==> config.mk <==
export PLATFORM = sky130hd
export DESIGN_NAME = result_drain_ctrl
export DESIGN_NICKNAME = d
export VERILOG_FILES = /design/src/rtl/result_drain_ctrl.sv
export SDC_FILE = /design/constraint.sdc
export NUM_CORES = 1
export LEC_CHECK = 0
export CAP_MARGIN = 20
export CORE_MARGIN = 2
export CORE_UTILIZATION = 30
export CTS_CLUSTER_DIAMETER = 100
export DETAILED_ROUTE_END_ITERATION = 10
export GPL_TIMING_DRIVEN = 1
export PLACE_DENSITY = 0.56
export SYNTH_ARGS = -nofsm -noshare
export SYNTH_HDL_FRONTEND = slang
export SYNTH_SLANG_ARGS = --single-unit
==> constraint.sdc <==
create_clock -name clk -period 6.3 [get_ports clk]
set_input_delay 1.26 -clock clk [delete_from_list [all_inputs] [get_ports clk]]
set_output_delay 1.26 -clock clk [all_outputs]
set_load 0.05 [all_outputs]
==> src/rtl/result_drain_ctrl.sv <==
`default_nettype none
// +----------------------------------------------------------------------------+
// | Module      : result_drain_ctrl                                            |
// | Description : Save-RAM port owner. Passes core writes through during       |
// |               compute, then drains a programmed window of result words     |
// |               onto a valid/ready stream. RESULT_DRAIN_RELU_EN clamps       |
// |               negative words to zero at FIFO push.                         |
// | Revision    : 1.0 - initial release                                        |
// +----------------------------------------------------------------------------+
module result_drain_ctrl #(
    parameter int ADDR_W     = 16,
    parameter int RES_W      = 32,
    parameter int RD_LAT     = 1,
    parameter int FIFO_DEPTH = RD_LAT + 1
) (
    input  logic              clk,
    input  logic              rst,
    input  logic              core_ena,
    input  logic              core_wea,
    input  logic [ADDR_W-1:0] core_addr,
    input  logic [RES_W-1:0]  core_din,
    input  logic              core_done,
    input  logic [ADDR_W-1:0] drain_base,
    input  logic [ADDR_W-1:0] drain_len,
    output logic              ram_ena,
    output logic              ram_wea,
    output logic [ADDR_W-1:0] ram_addr,
    output logic [RES_W-1:0]  ram_din,
    input  logic [RES_W-1:0]  ram_dout,
    output logic              m_valid,
    input  logic              m_ready,
    output logic [RES_W-1:0]  m_data,
    output logic              m_last,
    output logic              busy,
    output logic              drain_done,
    output logic              wr_conflict
);

    localparam int c_ptr_w = (FIFO_DEPTH > 1) ? $clog2(FIFO_DEPTH) : 1;
    localparam int c_cnt_w = $clog2(FIFO_DEPTH + RD_LAT + 1);
    localparam logic [c_ptr_w-1:0] c_ptr_last = c_ptr_w'(FIFO_DEPTH - 1);

    localparam logic [1:0] c_st_idle  = 2'd0;
    localparam logic [1:0] c_st_drain = 2'd1;
    localparam logic [1:0] c_st_flush = 2'd2;

    logic [1:0]         r_state;
    logic [1:0]         w_state_nxt;
    logic               r_done_q;
    logic               w_start;
    logic [ADDR_W-1:0]  r_rd_addr;
    logic [ADDR_W-1:0]  r_issue_cnt;
    logic [ADDR_W-1:0]  r_beat_cnt;
    logic [RD_LAT-1:0]  r_vld;
    logic [RES_W-1:0]   r_mem [FIFO_DEPTH];
    logic [c_ptr_w-1:0] r_wr_ptr;
    logic [c_ptr_w-1:0] r_rd_ptr;
    logic [c_cnt_w-1:0] r_count;
    logic [c_cnt_w-1:0] w_inflight;
    logic               r_zero_done;
    logic               r_wr_conflict;
    logic               w_issue;
    logic               w_push;
    logic               w_pop;
    logic               w_final;
    logic               w_load;
    logic [RES_W-1:0]   w_push_data;

    function automatic logic [c_ptr_w-1:0] f_ptr_inc(input logic [c_ptr_w-1:0] p);
        return (p == c_ptr_last) ? '0 : p + 1'b1;
    endfunction

    assign w_start  = core_done & ~r_done_q;
    assign w_load   = (r_state == c_st_idle) & w_start & (drain_len != '0);
    assign m_valid  = (r_count != '0);
    assign w_pop    = m_valid & m_ready;
    assign w_push   = r_vld[RD_LAT-1];
    assign w_final  = w_pop & (r_beat_cnt == ADDR_W'(1));
    assign m_data   = m_valid ? r_mem[r_rd_ptr] : '0;
    assign m_last   = m_valid & (r_beat_cnt == ADDR_W'(1));
    assign busy     = (r_state != c_st_idle);
    assign drain_done  = w_final | r_zero_done;
    assign wr_conflict = r_wr_conflict;

`ifdef RESULT_DRAIN_RELU_EN
    assign w_push_data = ram_dout[RES_W-1] ? '0 : ram_dout;
`else
    assign w_push_data = ram_dout;
`endif

    always_comb begin
        w_inflight = '0;
        for (int i = 0; i < RD_LAT; i++) begin
            w_inflight = w_inflight + c_cnt_w'(r_vld[i]);
        end
    end

    // Credit check counts reads still in the RAM pipe so the FIFO never overflows
    assign w_issue = (r_state == c_st_drain) && (r_issue_cnt != '0) &&
                     ((r_count + w_inflight) < c_cnt_w'(FIFO_DEPTH));

    always_comb begin
        w_state_nxt = r_state;
        ram_ena     = 1'b0;
        ram_wea     = 1'b0;
        ram_addr    = '0;
        ram_din     = '0;
        case (r_state)
            c_st_idle: begin
                ram_ena  = core_ena;
                ram_wea  = core_wea;
                ram_addr = core_addr;
                ram_din  = core_din;
                if (w_load) w_state_nxt = c_st_drain;
            end
            c_st_drain: begin
                ram_ena  = w_issue;
                ram_addr = r_rd_addr;
                if ((r_issue_cnt == '0) || (w_issue && (r_issue_cnt == ADDR_W'(1))))
                    w_state_nxt = c_st_flush;
            end
            c_st_flush: begin
                if (w_final) w_state_nxt = c_st_idle;
            end
            default: w_state_nxt = c_st_idle;
        endcase
    end

    always_ff @(posedge clk or posedge rst) begin
        if (rst) begin
            r_state       <= c_st_idle;
            r_done_q      <= 1'b0;
            r_zero_done   <= 1'b0;
            r_wr_conflict <= 1'b0;
            r_rd_addr     <= '0;
            r_issue_cnt   <= '0;
            r_beat_cnt    <= '0;
        end else begin
            r_state     <= w_state_nxt;
            r_done_q    <= core_done;
            r_zero_done <= (r_state == c_st_idle) & w_start & (drain_len == '0);
            if (busy & core_ena & core_wea) r_wr_conflict <= 1'b1;
            if (w_load) begin
                r_rd_addr   <= drain_base;
                r_issue_cnt <= drain_len;
                r_beat_cnt  <= drain_len;
            end else begin
                if (w_issue) begin
                    r_rd_addr   <= r_rd_addr + 1'b1;
                    r_issue_cnt <= r_issue_cnt - 1'b1;
                end
                if (w_pop) r_beat_cnt <= r_beat_cnt - 1'b1;
            end
        end
    end

    generate
        if (RD_LAT == 1) begin : g_vld_single
            always_ff @(posedge clk or posedge rst) begin
                if (rst) r_vld <= '0;
                else     r_vld <= w_issue;
            end
        end else begin : g_vld_shift
            always_ff @(posedge clk or posedge rst) begin
                if (rst) r_vld <= '0;
                else     r_vld <= {r_vld[RD_LAT-2:0], w_issue};
            end
        end
    endgenerate

    always_ff @(posedge clk or posedge rst) begin
        if (rst) begin
            r_wr_ptr <= '0;
            r_rd_ptr <= '0;
            r_count  <= '0;
        end else begin
            if (w_push) r_wr_ptr <= f_ptr_inc(r_wr_ptr);
            if (w_pop)  r_rd_ptr <= f_ptr_inc(r_rd_ptr);
            case ({w_push, w_pop})
                2'b10:   r_count <= r_count + 1'b1;
                2'b01:   r_count <= r_count - 1'b1;
                default: r_count <= r_count;
            endcase
        end
    end

    // Storage needs no reset: occupancy is tracked by r_count alone
    always_ff @(posedge clk) begin
        if (w_push) r_mem[r_wr_ptr] <= w_push_data;
    end

endmodule
`default_nettype wire

==> results.toml <==
[synthesis]
avgSynthCellArea_sq_um = 10.8
synth_edf_count = 64
synth_top_family_by_area = "simple AND/OR/NAND/NOR gates"
synth_top_area_cell = "edfxtp_1"
yosys-top-cells-area = "edfxtp_1 31%, dfrtp_1 24%, mux2i_1 7.8%"
synthArstFlopShare = 0.475
synth_top_area_share = 0.312
yosysSeqAreaShare = 0.548
ys_ff_latch = 122
synth_adder_area_share = 0.0122
muxShareOfSynthArea = 0.0780
synth-main-ff-cell = "edfxtp_1"
synth_warnings = 0
syn_inst = 573
synth.cell_area_sq_um = 6160
ys_types = 60
synth_compound_area_frac = 0.103
synthXorXnorAreaFrac = 0.0313
synthSimpleGateAreaFrac = 0.196
synth_nets = 697

[min_path]
whs_path_depth = 1
min_from = "wr_conflict$_DFFE_PP0P_"
worstHoldPathType = "flop to flop"
min_to = "wr_conflict$_DFFE_PP0P_"

[cts]
clockBufferDepth = 2
cts_hold_buf = 0
clkTransAtPathRegs_ns = 0.05
cts_buffers = 17
cts-root-buf = "clkbuf_16"
post_cts_buffers = 0
cts_resized = 0
cts_htree_levels = 4
cts_tree = "yes"
clock-sinks = 122
clkLatencyLatePin_ns = 0.41

[worst_setup_path]
r2r-start = "r_issue_cnt[0]$_DFFE_PP0P_"
rr_endpoint = "r_rd_addr[6]$_DFFE_PP0P_"
required_ns = 5.04
cp-end-kind = "primary output"
slowest_stage = "clkdlybuf4s50_1"
cpPeakStageDelay_ns = 0.73
path_cells = "inv_1, ha_1, nor3b_1, nand4_2, nand2_2, nand2_1, clkdlybuf4s50_1"
worstSetupPathType = "flop to primary output"
r2r_cells = 8
crit_fanout = 31
cp-start-kind = "flop"
critPathArrivalTime_ns = 3.43
r2r_slack_ns = 3.23

[placement]
portBuffers = 204
place_hpwl_um = 12900
gp_congestion = 0.826
pre_cts_slack_ns = 1.73

[timing]
layout_setup_ws_ns = 1.61
slew_viol_final = 0
final.setup.tns_ns = 0
min_period_over_period = 0.745
final_hold_viol_count = 0
rsz0062_at_grt = "no"
min_period_ns = 4.69
finClkSkew_ns = 0.00756
tightest_slew_ns = 1.00
fmax_mhz = 213
setup_viol = 0
maxSlewHeadroom = 0.332

[final_layout]
syn_to_final_growth_pct = 47.7
antennaDiodeCount = 0
fillers = 1900
final_cell_mix = "204 x clkdlybuf4s50_1, 84 x nor2_1, 64 x edfxtp_1"
layout_commonest_cell = "clkdlybuf4s50_1"
nNetsFinal = 898
final_layout_size_suffix_gt1_frac = 0.0724

[power_and_ir_drop]
power_density_nw_per_um2 = 573
p_leak_nw = 3.57
ir_drop_mv = 0.258

[detailed_routing]
first_iter_violations = 249
dr.pass1.iters = 4
routed_wl_um = 17800
antenna_left = 0
drc = 0
routed_via_density = 4.93
avgRoutedWirePerCell_um = 16.8
vias = 5211

[floorplanning]
die_width_um = 147
die_y_um = 147
rows = 52
dieArea_sq_um = 21700
start_util = 0.305
pin_count = 205
core_sq_um = 20200

[global_route]
grt_pass1_wl_um = 28700
grt_max_degree = 59
grt_pass1_vias = 5484
antenna_found_initial = 0
grtUsageTotal = 0.170
overflow = 0

[flow_run]
maxCapViolations = 0

[run_status]
status = "finished clean"
layer usage:
layer / part of all wire / track usage / vias to the layer above
met5: 0 / 0 / -
met4: 0.020 / 0.0596 / 0
met3: 0.083 / 0.0543 / 28
met2: 0.47 / 0.272 / 223
met1: 0.43 / 0.216 / 2486
li1: - / - / 2474
through the flow:
step | instance area [sq um] | total power, mW | std cells | utilization | hold WS, ns
global placement | 8470 | 4.15 | 1025 | 0.420 | 0.471
global route | 9100 | 5.52 | 1057 | 0.451 | 0.521
CTS | 9100 | 5.27 | 1057 | 0.451 | 0.479
finish | 9100 | 5.22 | 1057 | 0.451 | 0.477
floorplan | 6160 | 3.32 | 573 | - | 0.454
detailed placement | 8470 | 4.21 | 1025 | 0.420 | 0.463
critical path: cells and delay by family, from the launching register on:
| family | cells | cell delay, ns |
|---|---|---|
| fa+ha+maj | 1 | 0.24 |
| buf+inv | 2 | 0.85 |
| flops | 1 | 0.42 |
| simple gates | 4 | 1.50 |
registers in the layout, summed over array words and instances, names as in the netlist:
name,flops
r_done_q,1
r_state,2
r_rd_addr,16
r_vld,1
r_mem,64
r_zero_done,1
wr_conflict,1
r_count,2
r_wr_ptr,1
r_issue_cnt,16
r_rd_ptr,1
r_beat_cnt,16
report_power, final:
group	switching [mW]	internal, mW	leakage (nW)
Clock	0.346	0.699	0.309
Sequential	0.282	1.15	1.29
Combinational	1.78	0.968	1.97
Total	2.40	2.82	3.57
cell usage after synthesis (all sizes together) (7+ instances only):
cell    count
a21oi      13
dfrtp      58
mux2i      48
nor2       86
o21ai      35
buf        10
nand3      13
nand2      42
and2       35
xnor2      10
nor3        9
clkbuf     19
xor2       12
nand4       7
edfxtp     64
inv        17
nor4       15
logic make-up (layout without fill, tap and decap cells):
kind of cell	count (synthesis)	count (layout)
fa+ha+maj	6	6
xor+xnor	22	22
simple gates	235	235
buf+inv	46	260
mux	48	48
compound gates	94	94
flops	122	122
worst max path at each step:
stage | from | end | slack (ns) | cells after the start
floorplan | m_ready | drain_done | 2.94 | 4
global placement | m_ready | drain_done | 1.76 | 6
detailed placement | m_ready | drain_done | 1.73 | 6
CTS | r_issue_cnt[0]$_DFFE_PP0P_ | ram_ena | 1.54 | 7
global route | r_issue_cnt[0]$_DFFE_PP0P_ | ram_ena | 1.31 | 7
finish | r_issue_cnt[0]$_DFFE_PP0P_ | ram_ena | 1.61 | 7
layout make-up:
type	instances	area [sq um]	area share
well taps	270	338	0.0371
multi-input cells	405	2600	0.286
repair buffers	211	2090	0.230
flip-flops and latches	122	3370	0.371
clock buffers	19	433	0.0476
clock inverters	13	199	0.0219
inverters	17	63.8	0.00701
Note: power is estimated with default switching activity, not from simulation.
